==> src/rtl/sc_counter_pkg.sv <==
// Shared definitions for the score/lives counters: counter state encoding,
// default geometry, and a helper that maps a count onto its state.
package sc_counter_pkg;

  // Default counter width and reset value for the down counter.
  localparam int SC_DEFAULT_WIDTH      = 2;
  localparam int SC_DEFAULT_INIT_VALUE = 3;

  // RUN while the count is non-zero, EMPTY while it sits at zero.
  typedef enum logic {
    RUN   = 1'b0,
    EMPTY = 1'b1
  } sc_state_e;

  // State that corresponds to a freshly loaded value.
  function automatic sc_state_e sc_state_for(input logic is_zero);
    return is_zero ? EMPTY : RUN;
  endfunction

endpackage

==> src/rtl/sc_down_counter_if.sv <==
// Signal bundle of the down counter. The master side (game FSM or bench)
// drives load/data/downcount; the slave side (the counter) returns the count,
// zero/expired flags and its FSM state for observation.
//
// There is no valid/ready handshake on this block: every input is sampled on
// each rising clock edge, and every output is a registered level that is
// valid from one edge to the next.
interface sc_down_counter_if
  import sc_counter_pkg::*;
#(
  parameter int WIDTH = SC_DEFAULT_WIDTH
);

  logic             SC_downCOUNTER_load_InLow;
  logic [WIDTH-1:0] SC_downCOUNTER_data_InBUS;
  logic             SC_downCOUNTER_downcount_InLow;
  logic [WIDTH-1:0] SC_downCOUNTER_data_OutBUS;
  logic             SC_downCOUNTER_zero_OutHigh;
  logic             SC_downCOUNTER_expired_OutHigh;
  sc_state_e        state_dbg;

  modport master (
    output SC_downCOUNTER_load_InLow,
    output SC_downCOUNTER_data_InBUS,
    output SC_downCOUNTER_downcount_InLow,
    input  SC_downCOUNTER_data_OutBUS,
    input  SC_downCOUNTER_zero_OutHigh,
    input  SC_downCOUNTER_expired_OutHigh,
    input  state_dbg
  );

  modport slave (
    input  SC_downCOUNTER_load_InLow,
    input  SC_downCOUNTER_data_InBUS,
    input  SC_downCOUNTER_downcount_InLow,
    output SC_downCOUNTER_data_OutBUS,
    output SC_downCOUNTER_zero_OutHigh,
    output SC_downCOUNTER_expired_OutHigh,
    output state_dbg
  );

endinterface

==> src/rtl/sc_fall_edge_detect.sv <==
// Falling-edge detector for an active-low, already-synchronous button level.
// Produces a single-cycle pulse for each high-to-low transition of din.
//
// history_q resets to 1 (deasserted). armed_q resets to 0 and sets once din
// has been sampled high, so a level that is already low when reset releases
// is not taken as a new press; the first counted edge needs a return high.
module sc_fall_edge_detect (
  input  logic clk,
  input  logic rst,
  input  logic din,
  output logic fall
);

  logic history_q, history_d;
  logic armed_q, armed_d;

  // Next-state of the history and arming flops, plus the edge pulse.
  always_comb begin
    history_d = din;
    armed_d   = armed_q | din;
    fall      = armed_q & history_q & ~din;
  end

  // History and arming registers, asynchronously reset.
  always_ff @(posedge clk or posedge rst) begin
    if (rst) begin
      history_q <= 1'b1;
      armed_q   <= 1'b0;
    end else begin
      history_q <= history_d;
      armed_q   <= armed_d;
    end
  end

endmodule

==> src/rtl/sc_down_counter.sv <==
// Loadable down counter for lives/countdown indicators.
// One decrement per active-low downcount episode; load (active-low) has
// priority over a decrement. zero_OutHigh follows the EMPTY state and
// expired_OutHigh pulses for the first cycle the count reads zero after a
// decrement.
//
// Build option SC_DOWNCOUNTER_WRAP_EN: a decrement while EMPTY wraps the
// count to all-ones, returns to RUN and pulses expired as an underflow flag.
// Without it the counter saturates at zero and ignores such decrements.
//
// WIDTH is legal from 1 to 8; INIT_VALUE must fit in WIDTH bits.
module sc_down_counter
  import sc_counter_pkg::*;
#(
  parameter int WIDTH      = SC_DEFAULT_WIDTH,
  parameter int INIT_VALUE = SC_DEFAULT_INIT_VALUE
) (
  input  logic               SC_downCOUNTER_CLOCK_50,
  input  logic               SC_downCOUNTER_RESET_InHigh,
  sc_down_counter_if.slave   bus
);

  localparam logic [WIDTH-1:0] INIT_CNT   = WIDTH'(INIT_VALUE);
  localparam sc_state_e        INIT_STATE = (INIT_VALUE == 0) ? EMPTY : RUN;

  logic             dec_req;
  logic [WIDTH-1:0] count_q, count_d;
  sc_state_e        state_q, state_d;
  logic             expired_q, expired_d;

  sc_fall_edge_detect u_fall_edge_detect (
    .clk  (SC_downCOUNTER_CLOCK_50),
    .rst  (SC_downCOUNTER_RESET_InHigh),
    .din  (bus.SC_downCOUNTER_downcount_InLow),
    .fall (dec_req)
  );

  // Next count/state/pulse: load beats decrement; expiry only by decrement.
  always_comb begin
    count_d   = count_q;
    state_d   = state_q;
    expired_d = 1'b0;
    if (!bus.SC_downCOUNTER_load_InLow) begin
      count_d = bus.SC_downCOUNTER_data_InBUS;
      state_d = sc_state_for(bus.SC_downCOUNTER_data_InBUS == '0);
    end else if (dec_req) begin
      case (state_q)
        RUN: begin
          if (count_q == WIDTH'(1)) begin
            count_d   = '0;
            state_d   = EMPTY;
            expired_d = 1'b1;
          end else begin
            count_d = count_q - WIDTH'(1);
          end
        end
        EMPTY: begin
`ifdef SC_DOWNCOUNTER_WRAP_EN
          count_d   = '1;
          state_d   = RUN;
          expired_d = 1'b1;
`else
          count_d   = '0;
`endif
        end
        default: begin
          count_d = count_q;
          state_d = state_q;
        end
      endcase
    end
  end

  // Counter FSM registers with registered outputs.
  always_ff @(posedge SC_downCOUNTER_CLOCK_50 or posedge SC_downCOUNTER_RESET_InHigh) begin
    if (SC_downCOUNTER_RESET_InHigh) begin
      count_q   <= INIT_CNT;
      state_q   <= INIT_STATE;
      expired_q <= 1'b0;
    end else begin
      count_q   <= count_d;
      state_q   <= state_d;
      expired_q <= expired_d;
    end
  end

  assign bus.SC_downCOUNTER_data_OutBUS     = count_q;
  assign bus.SC_downCOUNTER_zero_OutHigh    = (state_q == EMPTY);
  assign bus.SC_downCOUNTER_expired_OutHigh = expired_q;
  assign bus.state_dbg                      = state_q;

endmodule
==> src/flat_wrapper.sv <==
// flat-port wrapper written by rule: the top's interface ports become plain ports
module sc_down_counter_flat import sc_counter_pkg::*;
#(
  parameter int WIDTH      = SC_DEFAULT_WIDTH,
  parameter int INIT_VALUE = SC_DEFAULT_INIT_VALUE
)
  (SC_downCOUNTER_CLOCK_50, SC_downCOUNTER_RESET_InHigh, bus_SC_downCOUNTER_load_InLow, bus_SC_downCOUNTER_data_InBUS, bus_SC_downCOUNTER_downcount_InLow, bus_SC_downCOUNTER_data_OutBUS, bus_SC_downCOUNTER_zero_OutHigh, bus_SC_downCOUNTER_expired_OutHigh, bus_state_dbg);
  sc_down_counter_if #(.WIDTH(WIDTH)) bus_i ();
  input  logic SC_downCOUNTER_CLOCK_50;
  input  logic SC_downCOUNTER_RESET_InHigh;
  input wire logic [$bits(bus_i.SC_downCOUNTER_load_InLow)-1:0] bus_SC_downCOUNTER_load_InLow;
  input wire logic [$bits(bus_i.SC_downCOUNTER_data_InBUS)-1:0] bus_SC_downCOUNTER_data_InBUS;
  input wire logic [$bits(bus_i.SC_downCOUNTER_downcount_InLow)-1:0] bus_SC_downCOUNTER_downcount_InLow;
  output wire logic [$bits(bus_i.SC_downCOUNTER_data_OutBUS)-1:0] bus_SC_downCOUNTER_data_OutBUS;
  output wire logic [$bits(bus_i.SC_downCOUNTER_zero_OutHigh)-1:0] bus_SC_downCOUNTER_zero_OutHigh;
  output wire logic [$bits(bus_i.SC_downCOUNTER_expired_OutHigh)-1:0] bus_SC_downCOUNTER_expired_OutHigh;
  output wire logic [$bits(bus_i.state_dbg)-1:0] bus_state_dbg;
  assign bus_i.SC_downCOUNTER_load_InLow = bus_SC_downCOUNTER_load_InLow;
  assign bus_i.SC_downCOUNTER_data_InBUS = bus_SC_downCOUNTER_data_InBUS;
  assign bus_i.SC_downCOUNTER_downcount_InLow = bus_SC_downCOUNTER_downcount_InLow;
  assign bus_SC_downCOUNTER_data_OutBUS = bus_i.SC_downCOUNTER_data_OutBUS;
  assign bus_SC_downCOUNTER_zero_OutHigh = bus_i.SC_downCOUNTER_zero_OutHigh;
  assign bus_SC_downCOUNTER_expired_OutHigh = bus_i.SC_downCOUNTER_expired_OutHigh;
  assign bus_state_dbg = bus_i.state_dbg;
  sc_down_counter #(.WIDTH(WIDTH), .INIT_VALUE(INIT_VALUE)) u_core (.SC_downCOUNTER_CLOCK_50(SC_downCOUNTER_CLOCK_50), .SC_downCOUNTER_RESET_InHigh(SC_downCOUNTER_RESET_InHigh), .bus(bus_i));
endmodule
==> config.mk <==
export PLATFORM = sky130hd
export DESIGN_NAME = sc_down_counter_flat
export DESIGN_NICKNAME = d
export VERILOG_FILES = /design/src/rtl/sc_counter_pkg.sv /design/src/rtl/sc_down_counter_if.sv /design/src/rtl/sc_fall_edge_detect.sv /design/src/rtl/sc_down_counter.sv /design/src/flat_wrapper.sv
export SDC_FILE = /design/constraint.sdc
export NUM_CORES = 1
export LEC_CHECK = 0
export BUFFER_PORTS_ARGS = -buffer_cell sky130_fd_sc_hd__buf_4
export CORE_AREA = 3 3 40 42
export DETAILED_ROUTE_END_ITERATION = 16
export DIE_AREA = 0 0 43 45
export GPL_TIMING_DRIVEN = 0
export PLACE_DENSITY = 0.5
export SYNTH_ARGS = -nofsm -noshare
export SYNTH_HDL_FRONTEND = slang
export SYNTH_SLANG_ARGS = --single-unit
==> constraint.sdc <==
create_clock -name SC_downCOUNTER_CLOCK_50 -period 1.12 [get_ports SC_downCOUNTER_CLOCK_50]
set_input_delay 0.056 -clock SC_downCOUNTER_CLOCK_50 [delete_from_list [all_inputs] [get_ports SC_downCOUNTER_CLOCK_50]]
set_output_delay 0.056 -clock SC_downCOUNTER_CLOCK_50 [all_outputs]
set_load 0.01 [all_outputs]
==> impl_metrics.env, run 1 <==
export IMPL_status="finished, violations left"
export IMPL_violations="setup timing"
export IMPL_ant_nets=0
export IMPL_ios=11
export IMPL_slew_viol_final=0
export IMPL_coreArea_um2=1280
export IMPL_rows=13
export IMPL_hold_viol=0
export IMPL_grt_usage_pct=7.20
export IMPL_synth_nets=33
export IMPL_root_buffer="clkbuf_4"
export IMPL_synth_top_cell_area_share_pct=27.9
export IMPL_clock_sinks=6
export IMPL_synth_distinct_cells=14
export IMPL_worstPathArrival_ns=1.32
export IMPL_cts_tree="done"
export IMPL_num_vias=244
export IMPL_finalCritPeriodShare_pct=103
export IMPL_crit_chain="nand3b_4, or3_1, a31oi_1"
export IMPL_clkLatencyLatePin_ns=0.25
export IMPL_power_uw=580
export IMPL_final_fill_count=139
export IMPL_synth_ff_type="dfstp_2"
export IMPL_post_drt_wl_per_cell_um=9.43
export IMPL_yosysTopAreaCell="dfstp_2"
export IMPL_antenna_cells=0
export IMPL_remaining_drc_errors=0
export IMPL_wl_um=547
export IMPL_finalCriticalPeriod_ns=1.15
export IMPL_cts_made_buffers=3
export IMPL_async_flop_share_pct=100
export IMPL_drtIter0Drc=1
export IMPL_syn_area_um2=283
export IMPL_critPathLaunchType="flop"
export IMPL_crit_type="flop to flop"
export IMPL_cellPowerDensity_nw_per_um2=1300
export IMPL_ys_seq_elements=6
export IMPL_placed_cells=51
export IMPL_ir_drop_uv=469
export IMPL_die_height_um=45
export IMPL_tightest_slew_ns=0.225
export IMPL_syn_area_per_cell_um2=10.9
export IMPL_max_freq_mhz=870
export IMPL_final_cells=58
export IMPL_required_ns=1.29
export IMPL_firstDrtPassIters=4
export IMPL_finalClockSkew_ns=0.00964
export IMPL_die_x_um=43
export IMPL_antenna_found_initial=0
export IMPL_rsz0062_at_grt="yes"
export IMPL_layout_drive_gt1_share_pct=53.5
export IMPL_max_cap_violations=0
export IMPL_yosys_top_cells_count="nor2_1 (4), a31oi_1 (3), dfrtp_1 (3), dfstp_2 (3), inv_1 (3)"
export IMPL_start_util_pct=22.0
export IMPL_synth_warnings=0
export IMPL_grt_pass1_vias=226
export IMPL_portBuffers=10
export IMPL_grt_max_degree=8
export IMPL_cp_end_kind="flop"
export IMPL_min_path_type="input port to flop"
export IMPL_grt_first_pass_wirelength_um=903
export IMPL_via_per_inst=4.21
export IMPL_dieArea_um2=1940
export IMPL_path_max_fanout=4
export IMPL_yosys_top_cells_area="dfstp_2 (28%), dfrtp_1 (27%), nand3b_4 (7.1%)"
export IMPL_tns_ns=-0.0294
export IMPL_setup_ws_ns=-0.0294
export IMPL_synth_seq_area_share_pct=54.4
export IMPL_finalNetCount=51
export IMPL_critPathMaxStageDelay_ns=0.54
export IMPL_max_slew_margin_rel_pct=85.0
export IMPL_setup_violations=1
export IMPL_synthCells=26
export IMPL_cts_buffer_depth=2
export IMPL_grt_ovfl_total=0
export IMPL_htreeDepth=1
export IMPL_synth_edff_count=0
export IMPL_syn2layout_area_growth_pct=58.4
export IMPL_yosysMostFrequentCell="nor2_1"
export IMPL_cts_clk_slew_worst_paths_ns=0.05
export IMPL_p_leak_nw=0.205
export IMPL_crit_slowest_cell="dfstp_2"
export IMPL_gp_congestion=0.703
## repair_timing
action | CTS | global route
hold buffers | 2 | 0
setup buffers | 1 | 0
resized for setup | 2 | 1
endpoints found under the hold margin | 7 | 0
pin swaps | 4 | 4
setup endpoints to repair | 4 | 4
## cells in the final DEF (no fill, tap or decap)
cell type | Yosys | final
or2_2 | 1 | 1
inv_1 | 3 | 2
dfrtp_1 | 3 | 3
clkbuf_1 | 0 | 1
clkbuf_4 | 0 | 3
or3_1 | 1 | 1
nor2_1 | 4 | 4
ha_4 | 0 | 1
nand2_1 | 2 | 2
a31oi_1 | 3 | 3
inv_2 | 0 | 1
nand3b_1 | 1 | 1
nand4b_1 | 1 | 1
nor3b_2 | 0 | 1
nand3b_4 | 1 | 1
dlygate4sd3_1 | 0 | 2
dfstp_2 | 3 | 3
buf_4 | 1 | 12
## layout make-up
cell class,count,area (um^2),share of cell area (%)
tap,15,18.8,4.19
sequential,6,154,34.4
inverter,3,11.3,2.51
multi-input combinational,16,128,28.5
timing repair buffer,13,103,22.9
clock buffer,4,26.3,5.87
buffer,1,7.51,1.68
## cell families (layout without fill, tap and decap cells)
| kind of cell | after synthesis | after routing | share of synthesized area (%) |
|---|---|---|---|
| AOI/OAI and AO/OA | 3 | 3 | 6.64 |
| DFF | 6 | 6 | 54.4 |
| buffers and inverters | 4 | 21 | 6.64 |
| adders and majority gates | 1 | 1 | 4.42 |
| and+or+nand+nor | 12 | 12 | 27.9 |
## path summary, 6_finish.rpt
kind / start / end / slack (ns) / depth (start not counted)
setup / recovery: u_core.u_fall_edge_detect.history_q / u_core.bus.SC_downCOUNTER_data_OutBUS[0] / -0.03 / 3
hold / removal: bus_SC_downCOUNTER_load_InLow / u_core.bus.SC_downCOUNTER_data_OutBUS[0] / 0.02 / 2
setup reg to reg: u_core.u_fall_edge_detect.history_q / u_core.bus.SC_downCOUNTER_data_OutBUS[0] / -0.03 / 3
hold reg to reg: u_core.bus.SC_downCOUNTER_zero_OutHigh / u_core.bus.SC_downCOUNTER_expired_OutHigh / 0.52 / 1
max in group asynchronous: SC_downCOUNTER_RESET_InHigh / u_core.bus.SC_downCOUNTER_data_OutBUS[1] / 0.58 / 3
min in group asynchronous: SC_downCOUNTER_RESET_InHigh / u_core.bus.SC_downCOUNTER_zero_OutHigh / 0.28 / 3
## per-layer routing
layer	vias to the layer above	part of all wire [%]	GRT usage (%)
li1	120	-	-
met1	115	36	6.13
met2	9	52	11.1
met3	0	12	7.17
met4	0	0	3.61
met5	-	0	0
## critical path, delay by kind of cell (launching register included)
| kind | cells | cell delay [ns] |
|---|---|---|
| flops | 1 | 0.54 |
| simple gates | 2 | 0.40 |
| compound gates | 1 | 0.15 |
## metrics by stage
stage	utilization, %	instance area (um^2)	hold WS (ns)	worst slack, ns
6_report	34.9	448	0.0163	-0.0294
5_1_grt	34.9	448	0.00539	-0.0751
4_1_cts	34.5	443	0.00664	-0.0411
3_5_place_dp	29.3	377	-0.00542	-0.0437
3_3_place_gp	29.3	377	-0.0106	-0.00641
2_1_floorplan	-	283	-0.155	0.0141
## state kept, by name, summed over array words and instances, names as in the netlist
register	cells
u_core.bus.SC_downCOUNTER_zero_OutHigh	1
u_core.bus.SC_downCOUNTER_data_OutBUS	2
u_core.u_fall_edge_detect.armed_q	1
u_core.u_fall_edge_detect.history_q	1
u_core.bus.SC_downCOUNTER_expired_OutHigh	1
## power by group
part / internal [mW] / switching, mW / total, mW
combinational: 0.0679 / 0.0460 / 0.114
sequential: 0.239 / 0.0160 / 0.255
clock: 0.135 / 0.0769 / 0.212
No activity file was read; power rests on OpenSTA's default activity.
==> run 2, diff against run 1 <==
--- a/config.mk
+++ b/config.mk
@@ -5,12 +5,12 @@
 export SDC_FILE = /design/constraint.sdc
 export NUM_CORES = 1
 export LEC_CHECK = 0
+export ABC_CLOCK_PERIOD_IN_PS = 1120
 export BUFFER_PORTS_ARGS = -buffer_cell sky130_fd_sc_hd__buf_4
-export CORE_AREA = 3 3 40 42
+export CORE_AREA = 2 2 39 41
 export DETAILED_ROUTE_END_ITERATION = 16
-export DIE_AREA = 0 0 43 45
+export DIE_AREA = 0 0 41 43
 export GPL_TIMING_DRIVEN = 0
-export PLACE_DENSITY = 0.5
 export SYNTH_ARGS = -nofsm -noshare
 export SYNTH_HDL_FRONTEND = slang
 export SYNTH_SLANG_ARGS = --single-unit
==> run 2 against run 1 <==
  * The flow still finishes with violations (setup timing)
  * Combinational power about the same
  * Clock power about the same
  * Final cell count up 1.7%
  * Total power down 0.57%
  * First-iteration DRC count down 100%
  * Setup slack worse by 0.029 ns
  * Flip-flop and latch count unchanged
  * Register-to-register slack worse by 0.03 ns
  * Die area down 8.9%
  * Via count down 4.1%
  * Count of clock-buffer cells in the layout unchanged
  * Critical path depth unchanged
  * Largest cell class unchanged
==> impl_metrics.env, run 2 (synthesis gave the netlist of run 1 again) <==
export IMPL_status="finished, violations left"
export IMPL_violations="setup timing"
export IMPL_place_ws_ns=-0.0427
export IMPL_cts_buffer_depth=2
export IMPL_max_cap_violations=0
export IMPL_placed_cells=52
export IMPL_critPathMaxStageDelay_ns=0.55
export IMPL_holdPathEnd="u_core.bus.SC_downCOUNTER_data_OutBUS[0]"
export IMPL_ir_drop_uv=486
export IMPL_finalNetCount=51
export IMPL_cp_end_kind="flop"
export IMPL_crit_chain="nand3b_4, or3_1, a31oi_1"
export IMPL_min_path_type="input port to flop"
export IMPL_ios=11
export IMPL_largest_register_ffs=2
export IMPL_htreeDepth=1
export IMPL_max_slew_margin_rel_pct=84.9
export IMPL_num_vias=234
export IMPL_start_util_pct=20.4
export IMPL_firstDrtPassIters=1
export IMPL_finalCritPeriodShare_pct=105
export IMPL_cts_made_buffers=3
export IMPL_die_height_um=43
export IMPL_most_common_layout_cells="buf_4 (12), nor2_1 (4)"
export IMPL_reg2reg_slack_ns=-0.06
export IMPL_crit_type="flop to flop"
export IMPL_grt_ovfl_total=0
export IMPL_dieArea_um2=1760
export IMPL_setup_violations=1
export IMPL_path_buf_inv=0
export IMPL_hold_depth=2
export IMPL_hold_path_startpoint="bus_SC_downCOUNTER_load_InLow"
export IMPL_tightest_slew_ns=0.227
export IMPL_post_drt_wl_per_cell_um=9.19
export IMPL_rsz0062_at_grt="yes"
export IMPL_antenna_found_initial=0
export IMPL_hold_viol=0
export IMPL_power_uw=577
export IMPL_portBuffers=10
export IMPL_final_cells=59
export IMPL_grt_pass1_vias=246
export IMPL_syn2layout_area_growth_pct=57.1
export IMPL_finalCriticalPeriod_ns=1.18
export IMPL_cp_top_family="flip-flops"
export IMPL_clock_sinks=6
export IMPL_final_fill_count=146
export IMPL_max_freq_mhz=848
export IMPL_slew_viol_final=0
export IMPL_path_max_fanout=4
export IMPL_holdWs_ns=0.0295
export IMPL_drtIter0Drc=0
export IMPL_grt_max_degree=8
export IMPL_wl_um=542
export IMPL_r2r_cells=3
export IMPL_root_buffer="clkbuf_4"
export IMPL_antenna_cells=0
export IMPL_ant_nets=0
export IMPL_clkLatencyLatePin_ns=0.24
export IMPL_crit_slowest_cell="dfstp_2"
export IMPL_finalClockSkew_ns=0.00386
export IMPL_layout_drive_gt1_share_pct=51.2
export IMPL_cellPowerDensity_nw_per_um2=1300
export IMPL_critPathLaunchType="flop"
export IMPL_p_leak_nw=0.204
export IMPL_coreArea_um2=1380
export IMPL_cts_tree="done"
export IMPL_cts_clk_slew_worst_paths_ns=0.05
export IMPL_setup_ws_ns=-0.0588
export IMPL_via_per_inst=3.97
export IMPL_remaining_drc_errors=0
export IMPL_r2r_start="u_core.u_fall_edge_detect.history_q"
export IMPL_grt_first_pass_wirelength_um=979
export IMPL_grt_usage_pct=8.50
export IMPL_rows=14
export IMPL_r2r_end="u_core.bus.SC_downCOUNTER_data_OutBUS[0]"
export IMPL_final_common_cell="buf_4"
export IMPL_gp_congestion=0.681
export IMPL_die_x_um=41
export IMPL_worstPathArrival_ns=1.34
export IMPL_required_ns=1.28
## run 2: area by class of cell
class	instances	area, um^2	share of cell area [%]
buffer	1	7.51	1.69
clock buffer	4	26.3	5.92
inverter	3	11.3	2.54
multi-input combinational	16	123	27.6
sequential	6	154	34.6
tap	16	20.0	4.51
timing repair buffer	13	103	23.1
## run 2: power breakdown
| group | leakage [nW] | internal [mW] | switching (mW) |
|---|---|---|---|
| Clock | 0.0150 | 0.135 | 0.0772 |
| Combinational | 0.123 | 0.0655 | 0.0460 |
| Sequential | 0.0660 | 0.239 | 0.0147 |
| Total | 0.204 | 0.439 | 0.138 |
## run 2: how the worst max path moves through the flow
stage                                         from                                       end  slack (ns)  depth (start not counted)
3_5_place_dp   u_core.u_fall_edge_detect.history_q  u_core.bus.SC_downCOUNTER_data_OutBUS[0]       -0.04                          3
6_report       u_core.u_fall_edge_detect.history_q  u_core.bus.SC_downCOUNTER_data_OutBUS[0]       -0.06                          3
2_1_floorplan  u_core.u_fall_edge_detect.history_q  u_core.bus.SC_downCOUNTER_data_OutBUS[0]        0.01                          3
3_3_place_gp   u_core.u_fall_edge_detect.history_q  u_core.bus.SC_downCOUNTER_data_OutBUS[0]      -0.009                          3
5_1_grt        u_core.u_fall_edge_detect.history_q  u_core.bus.SC_downCOUNTER_data_OutBUS[0]       -0.14                          3
4_1_cts        u_core.u_fall_edge_detect.history_q  u_core.bus.SC_downCOUNTER_data_OutBUS[0]       -0.08                          3
## run 2: repair_timing
item / CTS / global route
setup buffers: 1 / 0
gates cloned: 0 / 0
gates resized for setup: 2 / 0
endpoints found under the hold margin: 7 / 0
hold buffers: 2 / 0
setup endpoints to repair: 2 / 4
pin swaps: 3 / 2
## run 2: stage by stage
step / setup TNS, ns / cell area [um^2] / util (%)
2_1_floorplan: 0 / 283 / -
3_5_place_dp: -0.0488 / 378 / 27.3
4_1_cts: -0.101 / 444 / 32.1
5_1_grt: -0.231 / 444 / 32.1
3_3_place_gp: -0.0120 / 378 / 27.3
6_report: -0.0588 / 444 / 32.1
## run 2: layer usage
layer,vias to the layer above,track usage (%),part of all wire [%]
met1,101,10.2,44
met4,0,4.00,0
met3,0,5.24,11
met2,8,11.6,46
met5,-,0,0
li1,125,-,-
==> run 3, diff against run 2 <==
--- a/config.mk
+++ b/config.mk
@@ -8,9 +8,11 @@
 export ABC_CLOCK_PERIOD_IN_PS = 1120
 export BUFFER_PORTS_ARGS = -buffer_cell sky130_fd_sc_hd__buf_4
 export CORE_AREA = 2 2 39 41
+export CTS_BUF_LIST = sky130_fd_sc_hd__clkbuf_8
 export DETAILED_ROUTE_END_ITERATION = 16
 export DIE_AREA = 0 0 41 43
 export GPL_TIMING_DRIVEN = 0
 export SYNTH_ARGS = -nofsm -noshare
 export SYNTH_HDL_FRONTEND = slang
 export SYNTH_SLANG_ARGS = --single-unit
+export TNS_END_PERCENT = 100
==> run 3 against run 2 <==
  * The run still ends with setup timing left
  * Clock skew is 0.0013 ns lower
  * Count of clock-buffer cells in the layout is 1 lower
  * Flip-flop and latch count stayed put
==> impl_metrics.env, run 3 (synthesis gave the netlist of run 1 again) <==
export IMPL_cp_end_kind="flop"
export IMPL_setup_violations=1
export IMPL_firstDrtPassIters=2
export IMPL_hold_viol=0
export IMPL_max_freq_mhz=849
export IMPL_r2r_start="u_core.u_fall_edge_detect.history_q"
export IMPL_clkLatencyLatePin_ns=0.22
export IMPL_grt_met2_usage_pct=11.3
export IMPL_final_fill_count=139
export IMPL_grt_busiest_layer="met2"
export IMPL_met3_usage_pct=5.24
export IMPL_path_max_fanout=4
export IMPL_die_height_um=43
export IMPL_drtIter0Drc=3
export IMPL_grt_ovfl_total=0
export IMPL_final_common_cell="buf_4"
export IMPL_die_x_um=41
export IMPL_min_path_type="input port to flop"
export IMPL_finalCritPeriodShare_pct=105
export IMPL_post_drt_wl_per_cell_um=9.53
export IMPL_finalNetCount=51
export IMPL_ir_drop_uv=605
export IMPL_largest_register_ffs=2
export IMPL_seq_area_um2=154
export IMPL_tightest_slew_ns=0.227
export IMPL_syn2layout_area_growth_pct=65.5
export IMPL_r2r_cells=3
export IMPL_grt_usage_pct=8.40
export IMPL_ant_nets=0
export IMPL_clock_sinks=6
export IMPL_met1_usage_pct=10.2
export IMPL_tns_ns=-0.0578
export IMPL_fin_area_um2=468
export IMPL_holdPathEnd="u_core.bus.SC_downCOUNTER_data_OutBUS[0]"
export IMPL_cellPowerDensity_nw_per_um2=1480
export IMPL_start_util_pct=20.4
export IMPL_finalCriticalPeriod_ns=1.18
export IMPL_cts_clk_slew_worst_paths_ns=0.04
export IMPL_antenna_cells=0
export IMPL_max_slew_margin_rel_pct=84.8
export IMPL_violations="setup timing"
export IMPL_portBuffers=10
export IMPL_status="finished, violations left"
export IMPL_wl_um=562
export IMPL_coreArea_um2=1380
export IMPL_crit_type="flop to flop"
export IMPL_gp_congestion=0.681
export IMPL_cts_tree="done"
export IMPL_antenna_found_initial=0
export IMPL_multi_input_area_um2=128
export IMPL_dpl_cell_area_um2=378
export IMPL_ios=11
export IMPL_root_buffer="clkbuf_8"
export IMPL_layout_drive_gt1_share_pct=53.5
export IMPL_most_common_layout_cells="buf_4 (12), nor2_1 (4)"
export IMPL_grt_pass1_vias=240
export IMPL_grt_max_degree=8
export IMPL_cts_buffer_depth=2
export IMPL_p_leak_nw=0.217
export IMPL_place_ws_ns=-0.0427
export IMPL_reg2reg_slack_ns=-0.06
export IMPL_hold_path_startpoint="bus_SC_downCOUNTER_load_InLow"
export IMPL_htreeDepth=1
export IMPL_slew_viol_final=0
export IMPL_num_vias=238
export IMPL_cts_made_buffers=3
export IMPL_rows=14
export IMPL_via_per_inst=4.03
export IMPL_required_ns=1.26
export IMPL_worstPathArrival_ns=1.32
export IMPL_setup_ws_ns=-0.0578
export IMPL_critPathLaunchType="flop"
export IMPL_finalClockSkew_ns=0.00254
export IMPL_grt_first_pass_wirelength_um=952
export IMPL_hold_depth=2
export IMPL_max_cap_violations=0
export IMPL_remaining_drc_errors=0
export IMPL_rsz0062_at_grt="yes"
export IMPL_dieArea_um2=1760
export IMPL_r2r_end="u_core.bus.SC_downCOUNTER_data_OutBUS[0]"
==> run 3: cell count changes in the layout (fill, tap and decap cells not counted), sizes merged <==
cell    change
clkbuf      -1
inv         +1
==> run 3: layer usage <==
metal  vias to the layer above  routed length, um
met2                         8                257
met1                       106                246
met4                         0                  0
met3                         0                 58
met5                         -                  0
li1                        124                  -
==> run 3: worst max path at each step <==
stage / start / to / slack (ns) / cells after the start
after global placement: u_core.u_fall_edge_detect.history_q / u_core.bus.SC_downCOUNTER_data_OutBUS[0] / -0.009 / 3
final: u_core.u_fall_edge_detect.history_q / u_core.bus.SC_downCOUNTER_data_OutBUS[0] / -0.06 / 3
after global routing: u_core.u_fall_edge_detect.history_q / u_core.bus.SC_downCOUNTER_data_OutBUS[0] / -0.13 / 3
after CTS: u_core.u_fall_edge_detect.history_q / u_core.bus.SC_downCOUNTER_data_OutBUS[0] / -0.07 / 3
after floorplan: u_core.u_fall_edge_detect.history_q / u_core.bus.SC_downCOUNTER_data_OutBUS[0] / 0.01 / 3
after detailed placement: u_core.u_fall_edge_detect.history_q / u_core.bus.SC_downCOUNTER_data_OutBUS[0] / -0.04 / 3
==> run 3: where the power goes <==
group / switching [mW] / internal [mW]
registers: 0.0154 / 0.239
clock network: 0.0906 / 0.235
logic: 0.0473 / 0.0663
total: 0.153 / 0.541
==> run 3: cell type report <==
| type | count | area share, % |
|---|---|---|
| Buffer | 1 | 1.60 |
| Clock buffer | 3 | 8.82 |
| Clock inverter | 1 | 0.802 |
| Inverter | 3 | 2.41 |
| Multi-Input combinational cell | 16 | 27.3 |
| Sequential cell | 6 | 32.9 |
| Tap cell | 16 | 4.28 |
| Timing Repair Buffer | 13 | 21.9 |
==> run 3: worst max-delay path: stages, from the launching register on <==
cell and delay [ns]:
dfstp_2 0.54, nand3b_4 0.09, or3_1 0.31, a31oi_1 0.16
==> run 3: repair_timing <==
action	CTS	global route
setup buffers	1	0
setup endpoints to repair	2	4
resized for setup	2	1
endpoints found under the hold margin	5	0
pin swaps	3	3
hold buffers	2	0
==> run 3: metrics by stage <==
| stage | total power [mW] | cells | hold slack, ns | utilization (%) |
|---|---|---|---|---|
| floorplan | 0.299 | 26 | -0.155 | - |
| global placement | 0.347 | 52 | -0.0132 | 27.3 |
| detailed placement | 0.350 | 52 | -0.00741 | 27.3 |
| CTS | 0.708 | 59 | 0.0487 | 33.5 |
| global route | 0.743 | 59 | 0.0663 | 33.8 |
| finish | 0.694 | 59 | 0.0524 | 33.8 |
